<file path="config.mk">
export PLATFORM = sky130hd
export DESIGN_NAME = mmc_arbiter
export DESIGN_NICKNAME = d
export VERILOG_FILES = /design/src/rtl/mmc_pkg.sv /design/src/rtl/mmc_core.sv /design/src/rtl/mmc_arbiter.sv
export SDC_FILE = /design/constraint.sdc
export NUM_CORES = 1
export LEC_CHECK = 0
export CAP_MARGIN = 25
export CORE_MARGIN = 4
export CORE_UTILIZATION = 56
export CTS_CLUSTER_DIAMETER = 30
export DETAILED_ROUTE_END_ITERATION = 10
export GPL_TIMING_DRIVEN = 0
export PLACE_DENSITY = 0.88
export SYNTH_ARGS = -nofsm -noshare
export SYNTH_HDL_FRONTEND = slang
export SYNTH_HIERARCHICAL = 1
export SYNTH_SLANG_ARGS = --single-unit
</file>
<file path="constraint.sdc">
create_clock -name clk -period 10.2 [get_ports clk]
set_input_delay 3.06 -clock clk [delete_from_list [all_inputs] [get_ports clk]]
set_output_delay 3.06 -clock clk [all_outputs]
set_load 0.02 [all_outputs]
</file>
<file path="src/rtl/mmc_pkg.sv">
// Shared types, default sizes and round-robin pick helper for the mmc arbiter slice.
package mmc_pkg;

  typedef enum logic [1:0] {
    ST_IDLE = 2'd0,
    ST_RUN  = 2'd1,
    ST_DONE = 2'd2
  } state_e;

  localparam int MMC_WIDTH   = 32;
  localparam int MMC_N_REQ   = 4;
  localparam int MMC_MAX_REQ = 32;

  // First set bit of req at or above ptr, wrapping modulo n; 0 when none set.
  function automatic int unsigned rr_pick(input logic [MMC_MAX_REQ-1:0] req,
                                          input int unsigned n,
                                          input int unsigned ptr);
    int unsigned idx;
    logic        found;
    rr_pick = 32'd0;
    found   = 1'b0;
    for (int unsigned k = 0; k < MMC_MAX_REQ; k++) begin
      idx = (ptr + k) % n;
      if (!found && (k < n) && req[idx[4:0]]) begin
        rr_pick = idx;
        found   = 1'b1;
      end else begin
        found = found;
      end
    end
  endfunction

endpackage

</file>
<file path="src/rtl/mmc_core.sv">
// Iterative LCM datapath: A/B accumulators stepping by the original operands IA/IB.
module mmc_core
  import mmc_pkg::*;
#(
  parameter int WIDTH = MMC_WIDTH
) (
  input  logic             clk,
  input  logic             rst_n,
  input  logic             load,
  input  logic             step,
  input  logic [WIDTH-1:0] ld_a,
  input  logic [WIDTH-1:0] ld_b,
  output logic [WIDTH-1:0] a,
  output logic             eq,
  output logic             zero,
  output logic             ovf
);

  logic [WIDTH-1:0] a_q, a_d, b_q, b_d, ia_q, ia_d, ib_q, ib_d;
  logic [WIDTH:0]   sum_a_s, sum_b_s;
  logic             a_lt_b_s;

  // Adders and compare; ovf reports the carry of whichever sum the next step would take.
  always_comb begin
    sum_a_s  = {1'b0, a_q} + {1'b0, ia_q};
    sum_b_s  = {1'b0, b_q} + {1'b0, ib_q};
    a_lt_b_s = (a_q < b_q);
    eq       = (a_q == b_q);
    zero     = (a_q == '0) || (b_q == '0);
    ovf      = a_lt_b_s ? sum_a_s[WIDTH] : sum_b_s[WIDTH];
    a        = a_q;
  end

  // Next-state for the operand registers.
  always_comb begin
    a_d  = a_q;
    b_d  = b_q;
    ia_d = ia_q;
    ib_d = ib_q;
    if (load) begin
      a_d  = ld_a;
      b_d  = ld_b;
      ia_d = ld_a;
      ib_d = ld_b;
    end else if (step) begin
      if (a_lt_b_s) begin
        a_d = sum_a_s[WIDTH-1:0];
      end else begin
        b_d = sum_b_s[WIDTH-1:0];
      end
    end else begin
      a_d = a_q;
    end
  end

  // Operand register bank.
  always_ff @(posedge clk or negedge rst_n) begin
    if (!rst_n) begin
      a_q  <= '0;
      b_q  <= '0;
      ia_q <= '0;
      ib_q <= '0;
    end else begin
      a_q  <= a_d;
      b_q  <= b_d;
      ia_q <= ia_d;
      ib_q <= ib_d;
    end
  end

endmodule

</file>
<file path="src/rtl/mmc_arbiter.sv">
// Round-robin arbiter sequencing one shared mmc_core among N_REQ requesters.
// Optional iteration timeout is built when MMC_ARB_TIMEOUT_EN is defined.
module mmc_arbiter
  import mmc_pkg::*;
#(
  parameter int N_REQ   = MMC_N_REQ,
  parameter int WIDTH   = MMC_WIDTH,
  parameter int MAX_CYC = 1024
) (
  input  logic                   clk,
  input  logic                   rst_n,
  input  logic [N_REQ-1:0]       req,
  input  logic [N_REQ*WIDTH-1:0] op_a,
  input  logic [N_REQ*WIDTH-1:0] op_b,
  output logic [N_REQ-1:0]       gnt,
  output logic                   busy,
  output logic [N_REQ-1:0]       rsp_valid,
  output logic [WIDTH-1:0]       res,
  output logic                   ovf,
  output logic                   tmo
);

  localparam int IDX_W = (N_REQ > 1) ? $clog2(N_REQ) : 1;

  if (N_REQ < 2 || N_REQ > MMC_MAX_REQ || MAX_CYC < 1) begin : g_bad_cfg
    $error("mmc_arbiter: unsupported N_REQ or MAX_CYC");
  end

  state_e           state_q, state_d;
  logic [IDX_W-1:0] ptr_q, ptr_d, cur_q, cur_d, pick_s;
  logic [N_REQ-1:0] gnt_q, gnt_d, rsp_q, rsp_d;
  logic [WIDTH-1:0] res_q, res_d;
  logic             ovf_q, ovf_d, tmo_q, tmo_d, busy_q, busy_d;
  logic             load_s, step_s, tmo_hit_s;
  logic [WIDTH-1:0] core_a_s;
  logic             core_eq_s, core_zero_s, core_ovf_s;

  mmc_core #(.WIDTH(WIDTH)) u_core (
    .clk   (clk),
    .rst_n (rst_n),
    .load  (load_s),
    .step  (step_s),
    .ld_a  (op_a[pick_s*WIDTH +: WIDTH]),
    .ld_b  (op_b[pick_s*WIDTH +: WIDTH]),
    .a     (core_a_s),
    .eq    (core_eq_s),
    .zero  (core_zero_s),
    .ovf   (core_ovf_s)
  );

`ifdef MMC_ARB_TIMEOUT_EN
  localparam int CNT_W = $clog2(MAX_CYC + 1);
  logic [CNT_W-1:0] cnt_q, cnt_d;

  // RUN-cycle counter; held at zero outside a transaction so it starts clean at grant.
  always_comb begin
    if (state_q == ST_RUN) begin
      cnt_d = cnt_q + CNT_W'(1);
    end else begin
      cnt_d = '0;
    end
    tmo_hit_s = (cnt_q == CNT_W'(MAX_CYC));
  end

  // Timeout counter register.
  always_ff @(posedge clk or negedge rst_n) begin
    if (!rst_n) begin
      cnt_q <= '0;
    end else begin
      cnt_q <= cnt_d;
    end
  end
`else
  assign tmo_hit_s = 1'b0;
`endif

  assign pick_s = IDX_W'(rr_pick(MMC_MAX_REQ'(req), N_REQ, 32'(ptr_q)));

  // FSM next-state, grant/response and result update.
  always_comb begin
    state_d = state_q;
    ptr_d   = ptr_q;
    cur_d   = cur_q;
    gnt_d   = '0;
    rsp_d   = '0;
    res_d   = res_q;
    ovf_d   = ovf_q;
    tmo_d   = tmo_q;
    load_s  = 1'b0;
    step_s  = 1'b0;
    case (state_q)
      ST_IDLE: begin
        if (|req) begin
          cur_d   = pick_s;
          gnt_d   = N_REQ'(1) << pick_s;
          load_s  = 1'b1;
          ovf_d   = 1'b0;
          tmo_d   = 1'b0;
          state_d = ST_RUN;
        end else begin
          state_d = ST_IDLE;
        end
      end
      ST_RUN: begin
        // Termination priority: zero, equality, budget, then carry out of the step.
        if (core_zero_s || core_eq_s || tmo_hit_s || core_ovf_s) begin
          state_d = ST_DONE;
          rsp_d   = N_REQ'(1) << cur_q;
          res_d   = (!core_zero_s && core_eq_s) ? core_a_s : '0;
          tmo_d   = !core_zero_s && !core_eq_s && tmo_hit_s;
          ovf_d   = !core_zero_s && !core_eq_s && !tmo_hit_s && core_ovf_s;
        end else begin
          step_s  = 1'b1;
        end
      end
      ST_DONE: begin
        ptr_d   = (cur_q == IDX_W'(N_REQ - 1)) ? '0 : cur_q + IDX_W'(1);
        state_d = ST_IDLE;
      end
      default: begin
        state_d = ST_IDLE;
      end
    endcase
    busy_d = (state_d != ST_IDLE);
  end

  // Control and output registers.
  always_ff @(posedge clk or negedge rst_n) begin
    if (!rst_n) begin
      state_q <= ST_IDLE;
      ptr_q   <= '0;
      cur_q   <= '0;
      gnt_q   <= '0;
      rsp_q   <= '0;
      res_q   <= '0;
      ovf_q   <= 1'b0;
      tmo_q   <= 1'b0;
      busy_q  <= 1'b0;
    end else begin
      state_q <= state_d;
      ptr_q   <= ptr_d;
      cur_q   <= cur_d;
      gnt_q   <= gnt_d;
      rsp_q   <= rsp_d;
      res_q   <= res_d;
      ovf_q   <= ovf_d;
      tmo_q   <= tmo_d;
      busy_q  <= busy_d;
    end
  end

  assign gnt       = gnt_q;
  assign rsp_valid = rsp_q;
  assign res       = res_q;
  assign ovf       = ovf_q;
  assign tmo       = tmo_q;
  assign busy      = busy_q;

endmodule
</file>
==> results.txt, run 1 <==
The flow ran to the end, and the final reports show no timing, DRC or antenna violations. The setup clock skew after layout came out at 0.0109 ns. STA classifies the critical path endpoint as a flop.

Total iterations of the first detailed-routing run: 8. The share of flip-flops with an asynchronous set or reset after synthesis is 100%. Routability-driven placement finished with a final weighted congestion of 0.963.

The count of mapped cells out of synthesis is 1480, and the estimated wirelength of the detail-placed design is 34.9 mm. Timing analysis after detailed placement gives a worst setup slack of 3.55 ns. The type of the most critical hold path is flop to flop. The leakage power figure is 8.12 nW, and the via count of the first global-routing pass is 13254. The transition time of the tightest slew-check pin is 1.05 ns, and the critical path required time is 10.55 ns. The logs give 6 for the yosys synthesis warning count and 92 for the largest net degree at the start of global routing.

Dividing the detail-routed wire length by the instance count gives 20.9 µm. After clock tree synthesis, the clock-pin slew on the worst setup and hold paths is 0.07 ns. Post-cts gate resize count: 0. Subtracting the final worst setup slack from the clock period gives 6.40 ns. The run gives 1049 as the DRC violation total after the first TritonRoute iteration.

Setup violations remaining at the end of the flow were counted as 0. Clock tree synthesis selected as its root buffer the cell sky130_fd_sc_hd__clkbuf_16. The number of antenna violations at the first check in global routing was 0; the top-area cell type share of the netlist area was 33.1%. Hold timing on the final database bottoms out at a slack of 0.465 ns. For this run, the register share of the synthesized area comes to 33.1%.

The post-route clock period utilization is 62.7%. The detailed-route via count is 13010. The classification of the worst setup path was input pin to flop. The height of the die is 162 µm, and the setup TNS after final layout is 0 ns. Timing would allow up to 156 MHz. The worst setup path is launched from an input pin. In this run the post-CTS setup repair buffer count came out at 0. In the synthesized netlist the dominant register cell turns out to be sky130_fd_sc_hd__dfrtp_1.

The maximum level of the CTS H-tree was 4. Dividing the detail-routed via count by the number of cells gives 6.09. For this design the top-level I/O count stands at 305. From left edge to right edge, the die measures 162 µm. Setup slack closes at 3.80 ns. In this run, CTS created clock tree buffers numbering 17. Once the floorplan was initialized, standard cells occupied 56.8% of the core. The share of layout cells above drive strength 1 is 6.11%.

Count of port buffers added during placement: 303. Total die area: 26300 µm². The maximum buffer depth of the clock tree was 2; the maximum resistive drop on vdd was 0.171 mV.

After synthesis, the netlist uses 66 different library cells. The library cells used most frequently in the layout, excluding fill and tap cells, are sky130_fd_sc_hd__clkdlybuf4s50_1, sky130_fd_sc_hd__mux2i_1, sky130_fd_sc_hd__dfrtp_1. After synthesis the cells add up to 13300 µm².

Of all nets on the critical path, the largest fanout is 10. Ranked by total cell area, the synthesized netlist is headed by sky130_fd_sc_hd__dfrtp_1, sky130_fd_sc_hd__mux2i_1, sky130_fd_sc_hd__ha_1. Summed over all layers, the global routing overflow is 0. Relative to the synthesized area, the layout overhead comes to 30.6%. Setup repair after global routing left no endpoint under its margin. The final count of hold timing violations came out at 0. TritonCTS built the clock tree. After the last flow step, the layout net total stands at 2167.

The tools report the count of unresolved DRC violations after routing as 0. The finished cells cover 17400 µm². The tools report the total design power as 6.19 mW. Counting flops with a built-in enable in the synthesized netlist gives 0. The number of nets handed over by synthesis was 1844. After clock tree synthesis, the flow added hold-fix buffers numbering 0. The logs give 0.44 ns for the clock latency on the worst-skew pair and 23500 µm² for the floorplan core area. The average instance in the mapped netlist occupies 9.00 µm².

The total power density per cell area is 356 nW/µm², and the site row count is 56. The count of nets left with antenna violations once routing finished came out at 0. The worst slew margin relative to its limit came out at 29.9%.

Wires add up to 44.7 mm. Leading cell type in the layout, fill and taps excluded: sky130_fd_sc_hd__clkdlybuf4s50_1. The register bit count reported by yosys came out at 176. The global-route wire length before repair is 69.3 mm. The count of clock tree sinks was 176; the max capacitance violation total was 0. The number of max-slew violations in the final report is 0, and the data arrival at the endpoint of the critical path is 6.75 ns. The logs give 33.3% for the overall routing resource usage and 16800 µm² for the post-placement cell area. Of all cell types, the one taking the most synthesized area is sky130_fd_sc_hd__dfrtp_1.
path summary, 6_finish.rpt:
| kind | end | slack (ns) | depth (start not counted) | from |
|---|---|---|---|---|
| min reg2reg | res[27]$_DFFE_PN0P_ | 0.46 | 2 | res[27]$_DFFE_PN0P_ |
| max reg2reg | u_core/a[28]$_DFFE_PN0P_ | 4.78 | 17 | u_core/b_q[0]$_DFFE_PN0P_ |
| max in group asynchronous | u_core/ia_q[24]$_DFFE_PN0P_ | 6.67 | 2 | rst_n |
| max | u_core/b_q[2]$_DFFE_PN0P_ | 3.80 | 10 | req[0] |
| min in group asynchronous | u_core/ib_q[9]$_DFFE_PN0P_ | 2.63 | 1 | rst_n |
| min | res[27]$_DFFE_PN0P_ | 0.46 | 2 | res[27]$_DFFE_PN0P_ |
cell type report:
type                    count  area [µm²]
clock buffers              21         450
clock inverters            11         155
multi-input cells        1135        8150
repair buffers            304        3070
inverters                  97         364
well taps                 319         399
diodes                      1        2.50
plain buffers              72         408
fillers                  1792        6080
flip-flops and latches    176        4400
synthesized netlist by cell type, types with 14 or more instances:
| cell | number |
|---|---|
| sky130_fd_sc_hd__a21o_1 | 39 |
| sky130_fd_sc_hd__a21oi_1 | 115 |
| sky130_fd_sc_hd__a22oi_1 | 15 |
| sky130_fd_sc_hd__buf_2 | 20 |
| sky130_fd_sc_hd__buf_6 | 14 |
| sky130_fd_sc_hd__clkbuf_1 | 28 |
| sky130_fd_sc_hd__dfrtp_1 | 176 |
| sky130_fd_sc_hd__ha_1 | 100 |
| sky130_fd_sc_hd__inv_1 | 95 |
| sky130_fd_sc_hd__mux2_2 | 30 |
| sky130_fd_sc_hd__mux2i_1 | 205 |
| sky130_fd_sc_hd__nand2_1 | 159 |
| sky130_fd_sc_hd__nand3_1 | 52 |
| sky130_fd_sc_hd__nand4_1 | 20 |
| sky130_fd_sc_hd__nor2_1 | 55 |
| sky130_fd_sc_hd__nor4_1 | 17 |
| sky130_fd_sc_hd__o21ai_0 | 128 |
| sky130_fd_sc_hd__xnor2_1 | 26 |
| sky130_fd_sc_hd__xor2_1 | 29 |
cells by family (layout without fill, tap and decap cells):
family / Yosys count / in the layout / share of synthesized area (%)
other: 1 / 2 / 0.0281
AOI/OAI and AO/OA: 383 / 383 / 17.4
muxes: 235 / 235 / 17.9
adders and majority gates: 102 / 102 / 9.69
and+or+nand+nor: 359 / 359 / 12.5
DFF: 176 / 176 / 33.1
xor gates and xnor gates: 55 / 55 / 3.62
buffers and inverters: 169 / 505 / 5.79
sequential cells by signal, indices dropped and copies added, names as in the netlist:
register	count
gnt	4
u_core/ib_q	32
rsp_valid	4
state_q	2
ptr_q	2
busy	1
ovf	1
u_core/a	32
u_core/ia_q	32
cur_q	2
res	32
u_core/b_q	32
where the power goes:
group	internal, mW	switching (mW)
clock network	0.395	0.288
registers	0.995	0.350
logic	1.71	2.45
metal layers:
| metal | GRT usage [%] | vias up | share of wire, % |
|---|---|---|---|
| li1 | - | 5983 | - |
| met1 | 42.4 | 6220 | 40 |
| met2 | 56.7 | 704 | 48 |
| met3 | 5.89 | 103 | 8.5 |
| met4 | 12.5 | 0 | 3.8 |
| met5 | 0 | - | 0 |
critical path: stages:
cell and delay [ns]:
sky130_fd_sc_hd__clkdlybuf4s50_1 0.56, sky130_fd_sc_hd__nor4_1 0.13, sky130_fd_sc_hd__or3_1 0.41, sky130_fd_sc_hd__inv_2 0.15
sky130_fd_sc_hd__buf_2 0.29, sky130_fd_sc_hd__clkbuf_1 0.41, sky130_fd_sc_hd__buf_1 0.70, sky130_fd_sc_hd__clkbuf_1 0.65
sky130_fd_sc_hd__nand2_1 0.23, sky130_fd_sc_hd__o21ai_0 0.14
stage by stage:
stage	instances	utilization (%)
after global placement	2102	71.4
after detailed placement	2103	71.5
after CTS	2135	74.1
after global routing	2135	74.1
final	2136	74.1
after floorplan	1480	-
(Power assumes the default switching activity.)
==> inputs of run 2 (changes only) <==
CORE_UTILIZATION = 52   (was 56)
PLACE_DENSITY = 0.82   (was 0.88)
clock period = 5.9 ns   (was 10.2 ns; I/O delays follow)
==> results.txt, run 2 (synthesis gave the netlist of run 1 again) <==
The final critical path takes up 92.6% of the cycle. Total wirelength of the detailed-routed design: 44.5 mm (was 44.7 mm). Logic depth of the worst register-to-register path: 17 (unchanged).

DRC violation total after the first TritonRoute iteration: 1045 (was 1049). Slowest cell on the critical path: sky130_fd_sc_hd__nor2b_1 (was sky130_fd_sc_hd__buf_1). Maximum level of the CTS H-tree: 4 (unchanged).

The CTS root buffer was sky130_fd_sc_hd__clkbuf_16 (unchanged). The tools report the upper clock frequency limit as 183 MHz. For the final design area excluding fillers, the log shows 17400 µm² (about the same).

The minimum period implied by the final worst setup slack is 5.47 ns. The post-cts gate resize count is 0 (unchanged). TritonCTS built the clock tree.

The number of CTS-inserted buffers came out at 17 (unchanged). For the estimated wirelength of the detail-placed design, the log shows 35.2 mm (was 34.9 mm). The height of the die is 168 µm (was 162 µm). The final weighted congestion in routability-driven placement is 0.949 (was 0.963).

The post-CTS setup repair buffer count was 0 (unchanged). The number of stages on the worst setup path is 17 (was 10), and the total internal power is 5.28 mW (was 3.10 mW). The antenna cell count came out at 0 (was 1). Critical path launch point: u_core/b_q[0]$_DFFE_PN0P_ (was req[0]). The power dissipated by switching net loads was 5.33 mW (was 3.09 mW). Count of endpoints failing setup in the final report: 0 (unchanged). The buffer and inverter count on the worst path works out to 1 (was 6).

Total iterations of the first detailed-routing run: 6 (was 8). Classification of the worst setup path: flop to flop (was input pin to flop). Post-placement cell area: 16800 µm² (about the same). The type of the most critical hold path was flop to flop (unchanged). For the setup clock skew after layout, the log shows 0.0153 ns (was 0.0109 ns). The via density per instance works out to 5.95 (was 6.09). The run gives 58 (was 56) as the site row count. The hold-fix buffer count after cts is 0 (unchanged), and the count of port buffers added during placement is 303 (unchanged). For the initial standard-cell utilization of the core, the log shows 52.9% (was 56.8%). The detailed-route wire length per cell was 20.7 µm (was 20.9 µm).

The area overhead of the layout relative to synthesis is 30.5% (was 30.6%). Commonest non-fill, non-tap cells in the layout: sky130_fd_sc_hd__clkdlybuf4s50_1, sky130_fd_sc_hd__mux2i_1, sky130_fd_sc_hd__dfrtp_1 (unchanged). The largest net degree at the start of global routing is 106 (was 92), and the total die area is 28200 µm² (was 26300 µm²). The setup TNS after final layout is 0 ns (unchanged). The depth of the worst hold-timing path was 2 (unchanged). Total power density per cell area: 610 nW/µm² (was 356 nW/µm²).

The kind of start point of the critical path was a flop (was an input pin). The leakage power figure was 8.11 nW (was 8.12 nW); the count of unresolved DRC violations after routing was 0 (unchanged). Via count of the first global-routing pass: 12953 (was 13254).

Launch point of the worst hold path: res[30]$_DFFE_PN0P_ (was res[27]$_DFFE_PN0P_). The worst-path maximum fanout was 9 (was 10). Power share of the combinational group: 67.4% (was 67.2%).

Endpoint type of the worst setup path: a flop (unchanged). Count of antenna-violating nets left after detailed routing: 0 (unchanged). The tools report the critical register-to-register path startpoint as u_core/b_q[0]$_DFFE_PN0P_ (unchanged). The detailed-route via count was 12763 (was 13010); the share of layout cells above drive strength 1 was 6.22% (was 6.11%). The run gives 0 (unchanged) as the max capacitance violation total. For the share of power burned in registers, the log shows 21.8% (was 21.7%). The tools report the count of clock tree sinks as 176 (unchanged). The number of max-slew violations in the final report came out at 0 (unchanged). Cell-by-cell listing of the critical path: ha_1 > fa_1 > a211oi_1 > o21ai_0 > o21a_1 > o31ai_1 > a21oi_1 > nor2b_1 > o21ai_0 > o31a_1 > nor3_1 > nor2b_1 > nand2_1 > or2_2 > clkbuf_1 > o211ai_1 > o21ai_1 (was clkdlybuf4s50_1 > nor4_1 > or3_1 > inv_2 > buf_2 > clkbuf_1 > buf_1 > clkbuf_1 > nand2_1 > o21ai_0). The run gives 0 (unchanged) as the total global routing overflow. For the final count of hold timing violations, the log shows 0 (unchanged). The data arrival at the endpoint of the critical path was 5.77 ns (was 6.75 ns). The number of antenna violations at the first check in global routing came out at 0 (unchanged). The cell family with the largest share of critical-path delay is compound AO/OA/AOI/OAI gates (was buffers and inverters). The worst slack on hold paths was 0.468 ns (was 0.465 ns); the delay of the slowest critical-path stage was 0.56 ns (was 0.70 ns).

Transition time of the tightest slew-check pin: 0.946 ns (was 1.05 ns). Setup repair after global routing left no endpoint under its margin. The tools report the number of fill cells in the layout as 2008 (was 1792). The clock-pin slew reported for the worst setup and hold paths after clock tree synthesis works out to 0.07 ns (about the same). The tools report the maximum resistive drop on vdd as 0.323 mV (was 0.171 mV). For the maximum buffer depth of the clock tree, the log shows 2 (unchanged). For the number of nets at the end of the flow, the log shows 2167 (unchanged). The fraction of power spent switching nets was 50.3% (was 49.9%); the overall routing resource usage was 30.7% (was 33.3%). The proportion of power drawn by the clock network is 10.7% (was 11.0%), and the worst slew margin relative to its limit is 36.9% (was 29.9%).

The run finished with clean final reports. The global-route wire length before repair is 69.2 mm (was 69.3 mm), and the floorplan core area is 25200 µm² (was 23500 µm²). The critical path required time was 6.21 ns (was 10.55 ns). The overall die width was 168 µm (was 162 µm). The clock latency on the worst-skew pair came out at 0.44 ns (about the same). Count of boundary I/O pins: 305 (unchanged). The leading cell type in the layout, fill and taps excluded is sky130_fd_sc_hd__clkdlybuf4s50_1 (unchanged).
run 2: cell count changes in the layout (fill, tap and decap cells not counted), sizes merged:
cell / delta
inv: +5
bufinv: -2
clkinvlp: -1
diode: -1
clkbuf: -2
run 2: area by class of cell:
| class | instances | area (µm²) | share of cell area (%) |
|---|---|---|---|
| inverters | 97 | 364 | 2.09 |
| clock inverters | 13 | 143 | 0.820 |
| plain buffers | 72 | 408 | 2.35 |
| well taps | 330 | 413 | 2.37 |
| repair buffers | 304 | 3070 | 17.6 |
| multi-input cells | 1135 | 8150 | 46.9 |
| flip-flops and latches | 176 | 4400 | 25.3 |
| clock buffers | 19 | 443 | 2.55 |
run 2: final timing paths:
| check | endpoint | slack (ns) |
|---|---|---|
| max in group asynchronous | u_core/b_q[13]$_DFFE_PN0P_ | 3.70 |
| max reg2reg | u_core/a[28]$_DFFE_PN0P_ | 0.43 |
| min reg2reg | res[30]$_DFFE_PN0P_ | 0.47 |
| min in group asynchronous | rsp_valid[3]$_DFF_PN0_ | 1.28 |
| max | u_core/a[28]$_DFFE_PN0P_ | 0.43 |
| min | res[30]$_DFFE_PN0P_ | 0.47 |
run 2: power by group through the flow:
stage | registers (mW) | logic (mW) | clock network (mW)
5_1_grt | 2.36 | 7.82 | 1.21
2_1_floorplan | 2.08 | 5.19 | 0
6_report | 2.32 | 7.16 | 1.14
3_5_place_dp | 2.30 | 6.98 | 0
3_3_place_gp | 2.28 | 6.83 | 0
4_1_cts | 2.29 | 7.04 | 1.15
run 2: worst register-to-register path: cells and delay by family, from the launching register on:
kind                     cells  cell delay [ns]
flip-flops                   1             0.44
buffers and inverters        1             0.22
AO/OA/AOI/OAI                9             2.03
AND/OR/NAND/NOR              5             1.91
adder cells (fa/ha/maj)      2             0.75
run 2: per-stage QoR:
stage | setup WS (ns) | instances | utilization (%) | power [mW]
after floorplan | 1.82 | 1480 | - | 7.28
after global routing | 0.241 | 2146 | 69.1 | 11.4
after CTS | 0.514 | 2146 | 69.1 | 10.5
final | 0.434 | 2146 | 69.1 | 10.6
after detailed placement | 0.433 | 2114 | 66.7 | 9.28
after global placement | -4.07 | 2113 | 66.6 | 9.12
run 2: layer usage:
metal | vias up | part of all wire [%] | global-route usage [%]
met1 | 6104 | 42 | 39.9
met2 | 581 | 48 | 52.5
li1 | 5986 | - | -
met4 | 0 | 3.3 | 10.3
met5 | - | 0 | 0
met3 | 92 | 7.4 | 4.81
